<file path="config.mk">
export PLATFORM = sky130hd
export DESIGN_NAME = reg_file_param
export DESIGN_NICKNAME = d
export VERILOG_FILES = /design/src/rtl/reg_file_param_pkg.sv /design/src/rtl/decoder_onehot.sv /design/src/rtl/reg_file_param.sv
export SDC_FILE = /design/constraint.sdc
export NUM_CORES = 2
export LEC_CHECK = 0
export ABC_CLOCK_PERIOD_IN_PS = 2600
export CAP_MARGIN = 20
export CORE_ASPECT_RATIO = 0.75
export CORE_MARGIN = 2
export CORE_UTILIZATION = 45
export DETAILED_ROUTE_END_ITERATION = 8
export PLACE_DENSITY = 0.66
export SYNTH_ARGS = -nofsm -noshare
export SYNTH_HDL_FRONTEND = slang
export SYNTH_SLANG_ARGS = --single-unit
</file>
<file path="constraint.sdc">
create_clock -name CLK -period 2.6 [get_ports CLK]
set_input_delay 0.52 -clock CLK [delete_from_list [all_inputs] [get_ports CLK]]
set_output_delay 0.52 -clock CLK [all_outputs]
set_load 0.005 [all_outputs]
</file>
<file path="src/rtl/reg_file_param_pkg.sv">
// Shared definitions for the parametrised register file.
//
// Holds the default geometry (word width, depth, address width), the default
// register-zero behaviour and the default reset value, so every block that
// instantiates the register file agrees on them. Also provides a small
// address range helper used by the read bypass logic.
package reg_file_param_pkg;

    localparam int unsigned DEF_WIDTH     = 32;
    localparam int unsigned DEF_DEPTH     = 32;
    localparam int unsigned DEF_ADDR_W    = 5;
    localparam int unsigned DEF_ZERO_R0   = 1;

    // Wide enough for any sensible WIDTH; the top casts it to WIDTH bits.
    localparam logic [63:0] DEF_RESET_VAL = 64'h0;

    // True when addr names a physically present register.
    function automatic logic addr_in_range(input int unsigned addr,
                                           input int unsigned depth);
        return (addr < depth);
    endfunction

endpackage

</file>
<file path="src/rtl/decoder_onehot.sv">
// Write-enable decoder for the register file.
//
// Turns a binary address into a one-hot vector with 2^ADDR_W lanes. All lanes
// are low unless en is high, so the output can drive per-word load enables
// directly.
//
// Ports
//   addr   : in  [ADDR_W-1:0]     binary address
//   en     : in  1                gate; low forces every lane low
//   onehot : out [2^ADDR_W-1:0]   one-hot enable vector
module decoder_onehot #(
    parameter int unsigned ADDR_W = 5
) (
    input  logic [ADDR_W-1:0]       addr,
    input  logic                    en,
    output logic [(1<<ADDR_W)-1:0]  onehot
);

    always_comb begin
        onehot = '0;
        if (en) begin
            onehot[addr] = 1'b1;
        end
    end

endmodule

</file>
<file path="src/rtl/reg_file_param.sv">
// Parametrised register file: one write port, two registered read ports.
//
// Storage is one load-enabled register per word, enabled by a one-hot
// decode of the write address. Reads are registered (one-cycle latency)
// and qualified by RVALID. A read of the address being written on the same
// edge returns the incoming write data. Addresses at or above DEPTH read as
// zero and swallow writes; with ZERO_R0 set, register 0 behaves the same way.
//
// The write-address port owns the name ADDR_W, so the address-width
// parameter is called ADDR_WIDTH.
//
// Parameters
//   WIDTH      : bits per word
//   DEPTH      : number of registers (2..1024)
//   ADDR_WIDTH : address bits, 2^ADDR_WIDTH >= DEPTH
//   ZERO_R0    : 1 = register 0 is hard-wired to zero
//   RESET_VAL  : value loaded into every register on reset
//
// Ports
//   CLK     : in  1           clock, rising edge
//   RESET   : in  1           asynchronous reset, active low
//   READ    : in  1           read request (both ports)
//   WRITE   : in  1           write request
//   ADDR_R1 : in  ADDR_WIDTH  read address, port 1
//   ADDR_R2 : in  ADDR_WIDTH  read address, port 2
//   ADDR_W  : in  ADDR_WIDTH  write address
//   DATA_W  : in  WIDTH       write data
//   DATA_R1 : out WIDTH       registered read data, port 1
//   DATA_R2 : out WIDTH       registered read data, port 2
//   RVALID  : out 1           one cycle high after each accepted read
module reg_file_param
    import reg_file_param_pkg::*;
#(
    parameter int unsigned      WIDTH      = DEF_WIDTH,
    parameter int unsigned      DEPTH      = DEF_DEPTH,
    parameter int unsigned      ADDR_WIDTH = DEF_ADDR_W,
    parameter int unsigned      ZERO_R0    = DEF_ZERO_R0,
    parameter logic [WIDTH-1:0] RESET_VAL  = WIDTH'(DEF_RESET_VAL)
) (
    input  logic                  CLK,
    input  logic                  RESET,
    input  logic                  READ,
    input  logic                  WRITE,
    input  logic [ADDR_WIDTH-1:0] ADDR_R1,
    input  logic [ADDR_WIDTH-1:0] ADDR_R2,
    input  logic [ADDR_WIDTH-1:0] ADDR_W,
    input  logic [WIDTH-1:0]      DATA_W,
    output logic [WIDTH-1:0]      DATA_R1,
    output logic [WIDTH-1:0]      DATA_R2,
    output logic                  RVALID
);

    localparam int unsigned NWORDS = 1 << ADDR_WIDTH;

    logic [NWORDS-1:0] we_onehot;
    logic [WIDTH-1:0]  words [NWORDS];
    logic              wr_addr_live;
    logic              bypass_r1;
    logic              bypass_r2;
    logic [WIDTH-1:0]  rd_r1;
    logic [WIDTH-1:0]  rd_r2;

    decoder_onehot #(
        .ADDR_W (ADDR_WIDTH)
    ) u_decoder_onehot (
        .addr   (ADDR_W),
        .en     (WRITE),
        .onehot (we_onehot)
    );

    // The address space is padded out to a full power of two so the read
    // mux can index it directly; absent and hard-zero words are constants
    // and their write enables are simply dropped.
    for (genvar i = 0; i < NWORDS; i++) begin : g_word
        if ((i >= DEPTH) || ((i == 0) && (ZERO_R0 != 0))) begin : g_const
            logic unused_we;
            assign unused_we = we_onehot[i];
            assign words[i]  = '0;
        end else begin : g_reg
            logic [WIDTH-1:0] q;
            always_ff @(posedge CLK or negedge RESET) begin
                if (!RESET) begin
                    q <= RESET_VAL;
                end else if (we_onehot[i]) begin
                    q <= DATA_W;
                end
            end
            assign words[i] = q;
        end
    end

    // A same-edge write only forwards when it would actually land in a
    // real, writable register; otherwise the read sees the stored constant.
    always_comb begin
        wr_addr_live = WRITE
                     && addr_in_range(32'(ADDR_W), DEPTH)
                     && !((ZERO_R0 != 0) && (ADDR_W == '0));
        bypass_r1    = wr_addr_live && (ADDR_R1 == ADDR_W);
        bypass_r2    = wr_addr_live && (ADDR_R2 == ADDR_W);
        rd_r1        = bypass_r1 ? DATA_W : words[ADDR_R1];
        rd_r2        = bypass_r2 ? DATA_W : words[ADDR_R2];
    end

    always_ff @(posedge CLK or negedge RESET) begin
        if (!RESET) begin
            DATA_R1 <= '0;
            DATA_R2 <= '0;
            RVALID  <= 1'b0;
        end else begin
            RVALID <= READ;
            if (READ) begin
                DATA_R1 <= rd_r1;
                DATA_R2 <= rd_r2;
            end
        end
    end

endmodule

</file>
==> results.ini <==
[global_routing]
gr-usage-all-layers_pct=29.4
overflow=0
antenna_found_initial=9
grt_pass1_vias=38997
grt_max_degree=88
grt_pass1_wl_mm=276

[logic_synthesis]
synthCells=3898
synth_ff_type=dfrtp_1
synth_edf_count=0
synthDistinctLibCells=50
syn_area_per_cell_sq_um=14.4
synth_area_leaders=dfrtp_1 47%, mux2_2 22%, mux4_2 15%
syn_nets=3949
synth_top_area_cell=dfrtp_1
yosys.area.top_type_share_pct=47.1
seq_area_frac_synth_pct=47.1
synth_warnings=0
netlist_area_sq_um=56100
ys_ff_latch=1057
synthArstFlopShare_pct=100

[power_and_ir_drop]
intPower_mw=36.4
p_sw_mw=13.8
power_switching_share_pct=27.5
pwr-share-clk_pct=35.1
pwr-share-seq_pct=44.2
p_leak_nw=28.7
vdd_ir_drop_max_v=0.000621
combPwrFrac_pct=20.7
power_density_nw_per_um2=754

[die]
die_h_um=310
start_util_pct=45.3
dieArea_sq_um=128000
std_cell_rows=112
core_area_sq_um=124000
pin_count=116
die_width_um=412

[clock_network]
cts_tree=done
cts_max_level=3
cts_made_buffers=110
insertion_delay_ns=0.74
cts_resized=0
cts.sinks=1057
clk_pin_slew_ns=0.06
clock_path_buffers=3
root_buffer=clkbuf_16

[sta]
setup_violations=0
fmax_mhz=402
post-route-min-period_ns=2.48
clock-skew-final_ns=0.0280
worst_slew_pin_slew_ns=1.05
drv_slew=0
relSlewSlack_pct=29.8
hold_violations=0
fin_crit_sh_pct=95.6
rsz0062_at_grt=no
tns_ns=0

[route]
wire_per_inst_um=31.6
firstDrtPassIters=5
drt_iter0_markers=3850
antenna_left=0
drc=0
vias=38353
finalWirelength_mm=186
vias_per_cell=6.53

[setup_path]
cpPeakStageDelay_ns=0.64
cp_max_fo=2
startpoint_type=register
crit_family=flip-flops
critical_path_required_ns=2.08
critPathKind=reg -> out
critPathBufInv=1
cp_cell_sequence=clkdlybuf4s50_1
end_kind=output pin
rrSetupSlack_ns=0.54
cp_slowest_cell=dfrtp_1
critPathArrivalTime_ns=1.96

[final_layout]
area_delta_synth_final_pct=18.5
layout.nets=4174
final_common_cell=mux2_2
drive_gt1_share_pct=51.3
n_antenna_cell=0
nFillCells=10114
layout_common_cells=1106 x mux2_2, 1057 x dfrtp_1, 368 x mux4_2, 277 x buf_4, 209 x mux2i_1
fin_util_pct=53.6

[worst_hold_path]
hp-class=in -> async

[outcome]
outcome=completed

[placement]
hpwl_mm=122
port_buffers=115
routabilityCongestion=0.870

[job]
max_cap_violations=0

## layer usage
| layer | wire length, um | vias up | GRT usage, % |
|---|---|---|---|
| met5 | 93 | - | 0 |
| li1 | - | 15562 | - |
| met2 | 80500 | 1753 | 42.5 |
| met1 | 82300 | 20627 | 43.6 |
| met4 | 5840 | 16 | 8.71 |
| met3 | 17000 | 395 | 7.34 |
## registers in the layout, indices dropped and copies added (netlist names)
signal	flops
DATA_R1	32
g_word.g_reg.q	992
DATA_R2	32
RVALID	1
## through the flow
stage	hold slack [ns]	setup slack (ns)	power, mW	cells	area, sq um
final	0.309	0.115	50.2	5871	66500
after global routing	0.339	0.0804	52.1	5871	66500
after detailed placement	0.457	-0.256	32.7	5663	62500
after global placement	0.454	-0.171	32.3	5663	62500
after floorplan	0.224	0.389	28.7	3898	56100
after CTS	0.318	0.0908	50.3	5871	66500
## worst paths after layout
| check | start | endpoint | depth (start not counted) |
|---|---|---|---|
| min in group CLK | ADDR_R2[4] | DATA_R2[9]$_DFFE_PN0P_ | 4 |
| setup / recovery | DATA_R1[13]$_DFFE_PN0P_ | DATA_R1[13] | 1 |
| max in group asynchronous | RESET | g_word[3].g_reg.q[11]$_DFFE_PN0P_ | 4 |
| hold / removal | RESET | g_word[4].g_reg.q[26]$_DFFE_PN0P_ | 2 |
| hold reg to reg | g_word[12].g_reg.q[25]$_DFFE_PN0P_ | g_word[12].g_reg.q[25]$_DFFE_PN0P_ | 1 |
| setup reg to reg | g_word[1].g_reg.q[25]$_DFFE_PN0P_ | DATA_R1[25]$_DFFE_PN0P_ | 6 |
## power by group through the flow
stage,combinational [mW],clock (mW),sequential (mW)
floorplan,7.29,0,21.4
global placement,10.1,0,22.2
detailed placement,10.3,0,22.4
CTS,10.3,17.8,22.1
global route,11.1,18.5,22.6
finish,10.4,17.6,22.2
## synth_stat cells, types with 2 or more instances
cell,instances
nand3_1,20
o2111ai_1,22
nor3_1,34
a41oi_1,15
mux2_2,1106
o21ai_0,24
nor2_1,54
clkbuf_1,202
a2111oi_0,15
or2_1,8
a221oi_1,42
o311ai_1,3
buf_8,3
xnor2_1,10
o221ai_1,17
nand3b_1,5
nor3b_1,4
buf_6,23
o311ai_0,13
a21oi_1,35
a211oi_1,31
o311ai_2,2
and3_1,2
o211ai_2,10
or2_2,8
nor2b_1,37
mux2i_1,209
buf_2,94
inv_1,2
buf_4,33
a31oi_1,16
dfrtp_1,1057
o21ai_1,2
and2_1,4
o211ai_1,5
or4_1,2
a22oi_1,125
nand2_1,81
o22ai_1,49
nor4_2,2
mux4_2,368
buf_1,64
nand2b_1,33
## logic make-up after synthesis
logic type,after synthesis,share of synthesized area (%)
mux,1683,40.7
buf+inv,423,3.66
simple gates,297,2.65
xor+xnor,10,0.156
compound gates,428,5.72
flops,1057,47.1
## what timing repair did
action | 4_1_cts | 5_1_grt
setup endpoints to repair | 0 | 0
endpoints found under the hold margin | 15 | 0
hold buffers | 1 | 0
buffers inserted | 0 | 0
## cell type report
cell class              count  area, sq um  area share, %
multi-input cells        2418        27900           41.9
flip-flops and latches   1057        26500           39.8
repair buffers            533         6080           9.14
clock buffers             150         3250           4.88
well taps                1653         2070           3.11
clock inverters            57          790           1.19
inverters                   3         11.3         0.0169
Power figures use the tool's default switching activity.
